==> src/rtl/tiny_rv_hazard_ctrl.sv <==
// rtl/tiny_rv_hazard_ctrl.sv - pipeline hazard/redirect controller; optional forwarding via TINY_RV_HAZARD_FWD_EN
module tiny_rv_hazard_ctrl (
  input  logic        i_clk,
  input  logic        i_reset,
  input  logic        i_dec_valid,
  input  logic [4:0]  i_dec_rs1,
  input  logic [4:0]  i_dec_rs2,
  input  logic        i_dec_use_rs1,
  input  logic        i_dec_use_rs2,
  input  logic        i_ex_valid,
  input  logic [4:0]  i_ex_rd,
  input  logic        i_ex_is_load,
  input  logic [31:0] i_ex_result,
  input  logic        i_mem_valid,
  input  logic [4:0]  i_mem_rd,
  input  logic [31:0] i_mem_result,
  input  logic        i_wb_valid,
  input  logic [4:0]  i_wb_rd,
  input  logic        i_redirect,
  input  logic [31:0] i_redirect_pc,
  input  logic        i_mem_busy,
  output logic        o_pipe_stall,
  output logic        o_pipe_flush,
  output logic        o_ld_new_pc,
  output logic [31:0] o_new_pc,
  output logic [4:0]  o_of1_reg,
  output logic [4:0]  o_of2_reg,
  output logic [31:0] o_of1_val,
  output logic [31:0] o_of2_val,
  output logic [15:0] o_stall_cnt
);

  typedef enum logic [1:0] {RUN, REDIR, FLUSH, MEMWAIT} state_t;

  state_t      state, state_nxt;
  logic        pend, pend_nxt;
  logic [31:0] pend_pc, pend_pc_nxt;
  logic [31:0] new_pc, new_pc_nxt;
  logic [15:0] stall_cnt;
  logic        dep_stall;
  logic        ex_hit;

  // A producer only matters if it writes a non-zero register that decode actually reads
  assign ex_hit = i_ex_valid && (i_ex_rd != 5'd0) &&
                  ((i_dec_use_rs1 && (i_dec_rs1 == i_ex_rd)) ||
                   (i_dec_use_rs2 && (i_dec_rs2 == i_ex_rd)));

`ifdef TINY_RV_HAZARD_FWD_EN
  logic unused_wb;
  assign unused_wb = ^{i_wb_valid, i_wb_rd};

  // Only a load in execute cannot be bypassed; everything else is forwarded
  assign dep_stall = i_dec_valid && i_ex_is_load && ex_hit;

  // Operand bypass: youngest producer (execute, non-load) beats memory; x0 never forwarded
  always_comb begin
    o_of1_reg = 5'd0;
    o_of1_val = 32'd0;
    o_of2_reg = 5'd0;
    o_of2_val = 32'd0;
    if (!i_reset) begin
      if (i_dec_rs1 != 5'd0) begin
        if (i_ex_valid && !i_ex_is_load && (i_ex_rd == i_dec_rs1)) begin
          o_of1_reg = i_dec_rs1;
          o_of1_val = i_ex_result;
        end else if (i_mem_valid && (i_mem_rd == i_dec_rs1)) begin
          o_of1_reg = i_dec_rs1;
          o_of1_val = i_mem_result;
        end
      end
      if (i_dec_rs2 != 5'd0) begin
        if (i_ex_valid && !i_ex_is_load && (i_ex_rd == i_dec_rs2)) begin
          o_of2_reg = i_dec_rs2;
          o_of2_val = i_ex_result;
        end else if (i_mem_valid && (i_mem_rd == i_dec_rs2)) begin
          o_of2_reg = i_dec_rs2;
          o_of2_val = i_mem_result;
        end
      end
    end
  end
`else
  logic mem_hit, wb_hit;
  logic unused_fwd;
  assign unused_fwd = ^{i_ex_is_load, i_ex_result, i_mem_result};

  assign mem_hit = i_mem_valid && (i_mem_rd != 5'd0) &&
                   ((i_dec_use_rs1 && (i_dec_rs1 == i_mem_rd)) ||
                    (i_dec_use_rs2 && (i_dec_rs2 == i_mem_rd)));
  assign wb_hit  = i_wb_valid && (i_wb_rd != 5'd0) &&
                   ((i_dec_use_rs1 && (i_dec_rs1 == i_wb_rd)) ||
                    (i_dec_use_rs2 && (i_dec_rs2 == i_wb_rd)));

  // Without bypass paths any in-flight writer of a used source holds decode
  assign dep_stall = i_dec_valid && (ex_hit || mem_hit || wb_hit);

  // No bypass network in this build
  always_comb begin
    o_of1_reg = 5'd0;
    o_of1_val = 32'd0;
    o_of2_reg = 5'd0;
    o_of2_val = 32'd0;
  end
`endif

  // Next-state and output decode; flush states never stall
  always_comb begin
    state_nxt    = state;
    pend_nxt     = pend;
    pend_pc_nxt  = pend_pc;
    new_pc_nxt   = new_pc;
    o_pipe_stall = 1'b0;
    o_pipe_flush = 1'b0;
    o_ld_new_pc  = 1'b0;
    case (state)
      RUN: begin
        o_pipe_stall = i_mem_busy || dep_stall;
        if (i_mem_busy) begin
          state_nxt = MEMWAIT;
          if (i_redirect) begin
            pend_nxt    = 1'b1;
            pend_pc_nxt = i_redirect_pc;
          end
        end else if (i_redirect) begin
          state_nxt  = REDIR;
          new_pc_nxt = i_redirect_pc;
        end
      end
      REDIR: begin
        o_pipe_flush = 1'b1;
        o_ld_new_pc  = 1'b1;
        state_nxt    = FLUSH;
      end
      FLUSH: begin
        o_pipe_flush = 1'b1;
        state_nxt    = RUN;
      end
      MEMWAIT: begin
        o_pipe_stall = i_mem_busy;
        if (i_redirect) begin
          pend_nxt    = 1'b1;
          pend_pc_nxt = i_redirect_pc;
        end
        if (!i_mem_busy) begin
          if (i_redirect) begin
            state_nxt  = REDIR;
            new_pc_nxt = i_redirect_pc;
            pend_nxt   = 1'b0;
          end else if (pend) begin
            state_nxt  = REDIR;
            new_pc_nxt = pend_pc;
            pend_nxt   = 1'b0;
          end else begin
            state_nxt = RUN;
          end
        end
      end
      default: state_nxt = RUN;
    endcase
    if (i_reset) begin
      o_pipe_stall = 1'b0;
      o_pipe_flush = 1'b0;
      o_ld_new_pc  = 1'b0;
    end
  end

  // State, pending redirect and target PC registers
  always_ff @(posedge i_clk) begin
    if (i_reset) begin
      state   <= RUN;
      pend    <= 1'b0;
      pend_pc <= 32'd0;
      new_pc  <= 32'd0;
    end else begin
      state   <= state_nxt;
      pend    <= pend_nxt;
      pend_pc <= pend_pc_nxt;
      new_pc  <= new_pc_nxt;
    end
  end

  // Saturating stall-cycle counter
  always_ff @(posedge i_clk) begin
    if (i_reset) begin
      stall_cnt <= 16'd0;
    end else if (o_pipe_stall && (stall_cnt != 16'hFFFF)) begin
      stall_cnt <= stall_cnt + 16'd1;
    end
  end

  assign o_new_pc    = new_pc;
  assign o_stall_cnt = stall_cnt;

endmodule

==> config.mk <==
export PLATFORM = sky130hd
export DESIGN_NAME = tiny_rv_hazard_ctrl
export DESIGN_NICKNAME = d
export VERILOG_FILES = /design/src/rtl/tiny_rv_hazard_ctrl.sv
export SDC_FILE = /design/constraint.sdc
export NUM_CORES = 1
export LEC_CHECK = 0
export BUFFER_PORTS_ARGS = -buffer_cell sky130_fd_sc_hd__buf_4
export CORE_MARGIN = 3
export CORE_UTILIZATION = 40
export CTS_CLUSTER_SIZE = 28
export DETAILED_ROUTE_END_ITERATION = 7
export PLACE_DENSITY = 0.89
export SLEW_MARGIN = 0
export SYNTH_ARGS = -nofsm -noshare
export SYNTH_HDL_FRONTEND = slang
export SYNTH_SLANG_ARGS = --single-unit
==> constraint.sdc <==
create_clock -name i_clk -period 2 [get_ports i_clk]
set_input_delay 0.2 -clock i_clk [delete_from_list [all_inputs] [get_ports i_clk]]
set_output_delay 0.2 -clock i_clk [all_outputs]
set_load 0.005 [all_outputs]
# Word-level counts from Yosys, hierarchy flattened
# Index checks and enable logic that the tools add are counted.
# Widths: inputs -> output; s select.
# word_totals
input_bits,132
output_inout_bits,125
elab_cells,78
regBits,83
# op_classes
n_reduce_logical,29
eq_ne,16
addsub,1
n_mux,27
# ops
operator,n
$mux 32,7
$pmux 32 s2,2
$eq 5x5->1,6
$add 16x1->16 const B,1
$ne 16x16->1 const B,1
$reduce_bool 5->1,3
$logic_and 1x1->1,14
$mux 1,12
$ne 2x2->1 const B,4
$pmux 2 s4,1
$logic_or 1x1->1,6
$mux 2,3
$ne 3x3->1 const B,2
$reduce_and 5->1,1
$eq 2x2->1 const B,2
$pmux 1 s2,2
$reduce_and 2->1,2
$eq 2x1->1 const B,1
$logic_not 2->1,1
$reduce_bool 2->1,1
$reduce_or 2->1,1

# Longest topological paths before layout
# depth
ltp_word,11
mapped_depth,11
ltp_nobuf,9

# Least setup slack after synthesis
# No wires, ideal clock.
# synth_path
path_kind,register -> register
start,"reg stall_cnt[3], in the netlist o_stall_cnt[3]"
end,"reg stall_cnt[15], in the netlist o_stall_cnt[15]"
path_buffers,2
period_less_slack_ns,2.107
arrival_ns,1.971
path_stages_with_launch,10
path_slack_ns,-0.107
setup_time_ns,0.135
required_ns,1.865
cell_sequence,dfxtp_1 > and3_1 > and3_1 > and3_1 > and2_4 > and4_4 > buf_2 > buf_2 > o311ai_0 > o41ai_1
# synth_via
elab_chain_len,2
word_cells_on_any_way,3
cone_classes,add/sub: 1; eq/ne: 1; reduce/logical: 1
# synth_rtl
element,line_no,source
"start, declared",39,logic [15:0] stall_cnt;
"start signal, assigned",187,stall_cnt <= stall_cnt + 16'd1;
branches (longest 2 deep; another with $add 16x1->16),--,
# Parallel ways; which one is timed is not known.
# A chain may end at the register's enable or synchronous reset.

# Worst setup path after layout
# layout_path
start,in i_mem_rd[1]
end,"reg stall_cnt[10], in the netlist o_stall_cnt[10]"
# layout_via
elab_chain_len,11
word_cells_on_any_way,15
cone_classes,eq/ne: 2; mux: 2; reduce/logical: 11
# layout_rtl
element,line_no,source
"start, declared",15,"input logic [4:0] i_mem_rd,"
"$eq 5x5->1, on equally long branches","88, 89",
"$logic_and 1x1->1, on equally long branches","88, 89",
$logic_or 1x1->1,88,((i_dec_use_rs1 && (i_dec_rs1 == i_mem_rd)) ||
$logic_and 1x1->1 (*),87,assign mem_hit = i_mem_valid && (i_mem_rd != 5'd0) &&
$logic_or 1x1->1 (*) (2 in series),95,assign dep_stall = i_dec_valid && (ex_hit || mem_hit || wb_hit);
$logic_and 1x1->1 (*),95,
$logic_or 1x1->1 (*),117,o_pipe_stall = i_mem_busy || dep_stall;
$pmux 1 s2 (*),115,case (state)
$mux 1 (*),160,if (i_reset) begin
$logic_and 1x1->1 (*),186,end else if (o_pipe_stall && (stall_cnt != 16'hFFFF)) begin
# Mark *: on every way between the ends. The rest lies on a longest branch, timed or not.

==> results by group <==
Drt
  – Vias: 4052
  – Vias per cell: 4.92
  – Post-DR wirelength/cell: 14.3 µm
  – Iter 0 DRT Violations: 248
  – Pre-antenna DRT Iters: 4
  – DRC viols: 0
  – Routed Antenna Nets: 0
  – Total routed wirelength: 11800 µm

Logic synthesis
  – Avg Cell Area, Syn: 8.36 µm²
  – Yosys reg bits: 83
  – Top_reg_cell synth: dfxtp_1
  – Yosys cell types: 42
  – Most frequent cells after synthesis: dfxtp_1 (83), nand2_1 (82), buf_4 (74), a21oi_1 (46), nor2_1 (39)
  – Main area contributors after synthesis: dfxtp_1 (37%), buf_4 (12%), mux2i_1 (7.1%)
  – Cell accounting for the most synthesized area: dfxtp_1
  – Top-area cell type share of the netlist area: 0.368
  – Post-synth EDFFs: 0
  – Seq/Total Area, Yosys: 0.368
  – Asr flop ratio synth: 0
  – Mapped Cells: 540
  – Mapped cell area: 4510 µm²
  – Top-count cell post-synth: dfxtp_1
  – Yosys warnings: 0

Placed design
  – DP HPWL: 8080 µm
  – Post-DP Area: 5460 µm²
  – IO buf count: 117
  – Final Wtd Congestion: 0.893

Critical path
  – CP required: 2.25 ns
  – Crit path cell chain: buf_4, xor2_1, nor4_1, nand3_1, a21oi_2, o311a_1, o21ai_2, buf_12, buf_8, or4_4, a21oi_2
  – Critical path peak fanout: 5
  – Startpoint Class: primary input
  – CP dominant cell by count: a21oi_2
  – CP max stage delay: 0.51 ns
  – WS Path Type: primary input to flop
  – CP Capture Type: flop
  – CP max stage cell: or4_4
  – Critical Path AT: 2.39 ns

Min path
  – HP Class: primary input to flop

Global routing
  – Initial antenna violation count: 0
  – First-pass GRT wire length: 17700 µm
  – Gr ovfl total: 0
  – Global Route Usage Sum: 0.167
  – Pin count of the biggest net entering global routing: 54
  – Vias in the first global route: 3780

STA
  – Relative slew slack: 0.615
  – Final Worst Setup Slack: -0.142 ns
  – Slew @ Worst Pin: 0.577 ns
  – Final setup fails: 13
  – Pins Over Slew Limit: 0
  – Final Cycle Share: 1.07
  – Achievable frequency: 467 MHz
  – RSZ-0062 raised after global routing: yes
  – Min Clock Period, post-route: 2.14 ns
  – Final number of hold-violating endpoints: 0
  – Hold Worst Slack: 0.132 ns
  – Worst Skew: 0.00783 ns

CTS
  – Htree depth: 3
  – Clock-pin slew on the worst setup and hold paths: 0.06 ns
  – Number of hold buffers added after cts: 0
  – Root buf cell: clkbuf_16
  – CTS tree: built
  – CTS buffer count: 9
  – Clock tree sinks: 83
  – Bufs on Longest Clock Path: 2
  – Later-pin clock latency in the skew report: 0.33 ns

Layout
  – Antenna Diode Count: 0
  – Share of layout cells above drive strength 1: 0.327
  – Layout fillers: 939
  – Nets@finish: 815
  – Final instance area: 6190 µm²
  – Layout area overhead: 37.1%

Pwr
  – P_leak: 2.83 nW
  – Worst VDD drop: 473 µV
  – Power Dens Cells: 807 nW/µm²

Floorplanning
  – Die area: 12600 µm²
  – Die Height: 112 µm
  – Initial core utilization: 0.413
  – Chip Width: 112 µm
  – I/O pins: 257
  – Num rows: 38
  – Core Region: 10900 µm²

Outcome
  – Violated checks: negative setup slack
  – Run status: complete, but fails checks

Job
  – Max_cap viols: 0
placed cells by master, fill, tap and decap left out, types with 3 or more instances in the layout:
master / Yosys / final
o311ai_1: 7 / 4
o41ai_2: 0 / 3
nor4_1: 5 / 3
o311ai_4: 0 / 4
nor2_1: 39 / 39
or4_1: 11 / 5
clkbuf_16: 0 / 10
dfxtp_1: 83 / 79
nor2b_1: 4 / 4
and3_4: 0 / 3
or4_4: 0 / 6
xor2_1: 24 / 22
buf_4: 74 / 142
bufinv_16: 0 / 3
dfxtp_2: 0 / 4
inv_1: 7 / 6
a211oi_1: 32 / 32
o21ai_1: 4 / 3
nand2_1: 82 / 81
xnor2_1: 6 / 6
nor4_2: 2 / 3
mux2i_1: 32 / 32
a21oi_2: 0 / 9
buf_8: 0 / 4
ha_1: 4 / 4
o31ai_1: 6 / 5
buf_6: 3 / 10
a21oi_1: 46 / 37
conb_1: 1 / 74
nand3_1: 9 / 9
final timing paths:
check                    startpoint              end  slack (ns)  cells after the start
hold / removal    i_redirect_pc[17]      pend_pc[17]        0.13                      3
setup / recovery        i_mem_rd[1]  o_stall_cnt[10]       -0.14                     11
setup reg to reg     o_stall_cnt[4]   o_stall_cnt[6]           0                      8
hold reg to reg         pend_pc[26]      pend_pc[26]        0.45                      2
metrics by stage:
step | util | total power [mW] | setup slack (ns) | setup TNS (ns) | instances
3_3_place_gp | 0.499 | 2.98 | -0.286 | -3.72 | 798
3_5_place_dp | 0.499 | 3.02 | -0.240 | -3.10 | 798
2_1_floorplan | - | 2.62 | 0.00123 | 0 | 613
5_1_grt | 0.566 | 5.26 | -0.188 | -1.32 | 824
4_1_cts | 0.540 | 4.97 | -0.0641 | -0.102 | 821
6_report | 0.566 | 4.99 | -0.142 | -0.632 | 824
state kept, by name (all words and copies together), names as in the netlist:
name and cells:
pend_pc 32, o_stall_cnt 16, state 2, o_new_pc 32
pend 1
cells by family after synthesis:
logic type      count (synthesis)  share of synthesized area
simple gates                  168                      0.171
other cells                     1                   0.000831
compound gates                108                      0.155
mux                            33                     0.0743
buf+inv                       113                      0.161
flops                          83                      0.368
xor+xnor                       30                     0.0582
fa+ha+maj                       4                     0.0111
cell type report:
class | count | area (µm²) | area share
timing repair buffer | 160 | 1330 | 0.215
sequential | 83 | 1670 | 0.269
clock inverter | 6 | 114 | 0.0184
inverter | 7 | 28.8 | 0.00465
multi-input combinational | 418 | 2640 | 0.427
tap | 140 | 175 | 0.0283
clock buffer | 10 | 229 | 0.0370
worst max-delay path, delay by kind of cell:
family / cells / cell delay (ns)
simple gates: 3 / 1.09
buf+inv: 3 / 0.39
compound gates: 4 / 0.57
xor+xnor: 1 / 0.14
what timing repair did:
action,in CTS,in global routing
cloned,1,2
buffers inserted,6,1
endpoints found under the setup margin,3,33
resized for setup,14,46
pin swaps,15,28
where the power goes:
| part | leakage [nW] | switching (mW) | internal, mW |
|---|---|---|---|
| registers | 0.679 | 0.0858 | 1.82 |
| logic | 1.99 | 0.615 | 0.590 |
| clock network | 0.159 | 0.664 | 1.22 |
metal layers:
| layer | vias up | global-route usage | wire (µm) |
|---|---|---|---|
| met1 | 1867 | 0.204 | 4790 |
| met2 | 155 | 0.286 | 5950 |
| li1 | 2008 | - | - |
| met5 | - | 0 | 0 |
| met4 | 0 | 0.0585 | 246 |
| met3 | 22 | 0.0415 | 773 |
Note: power is estimated with default switching activity, not from simulation.
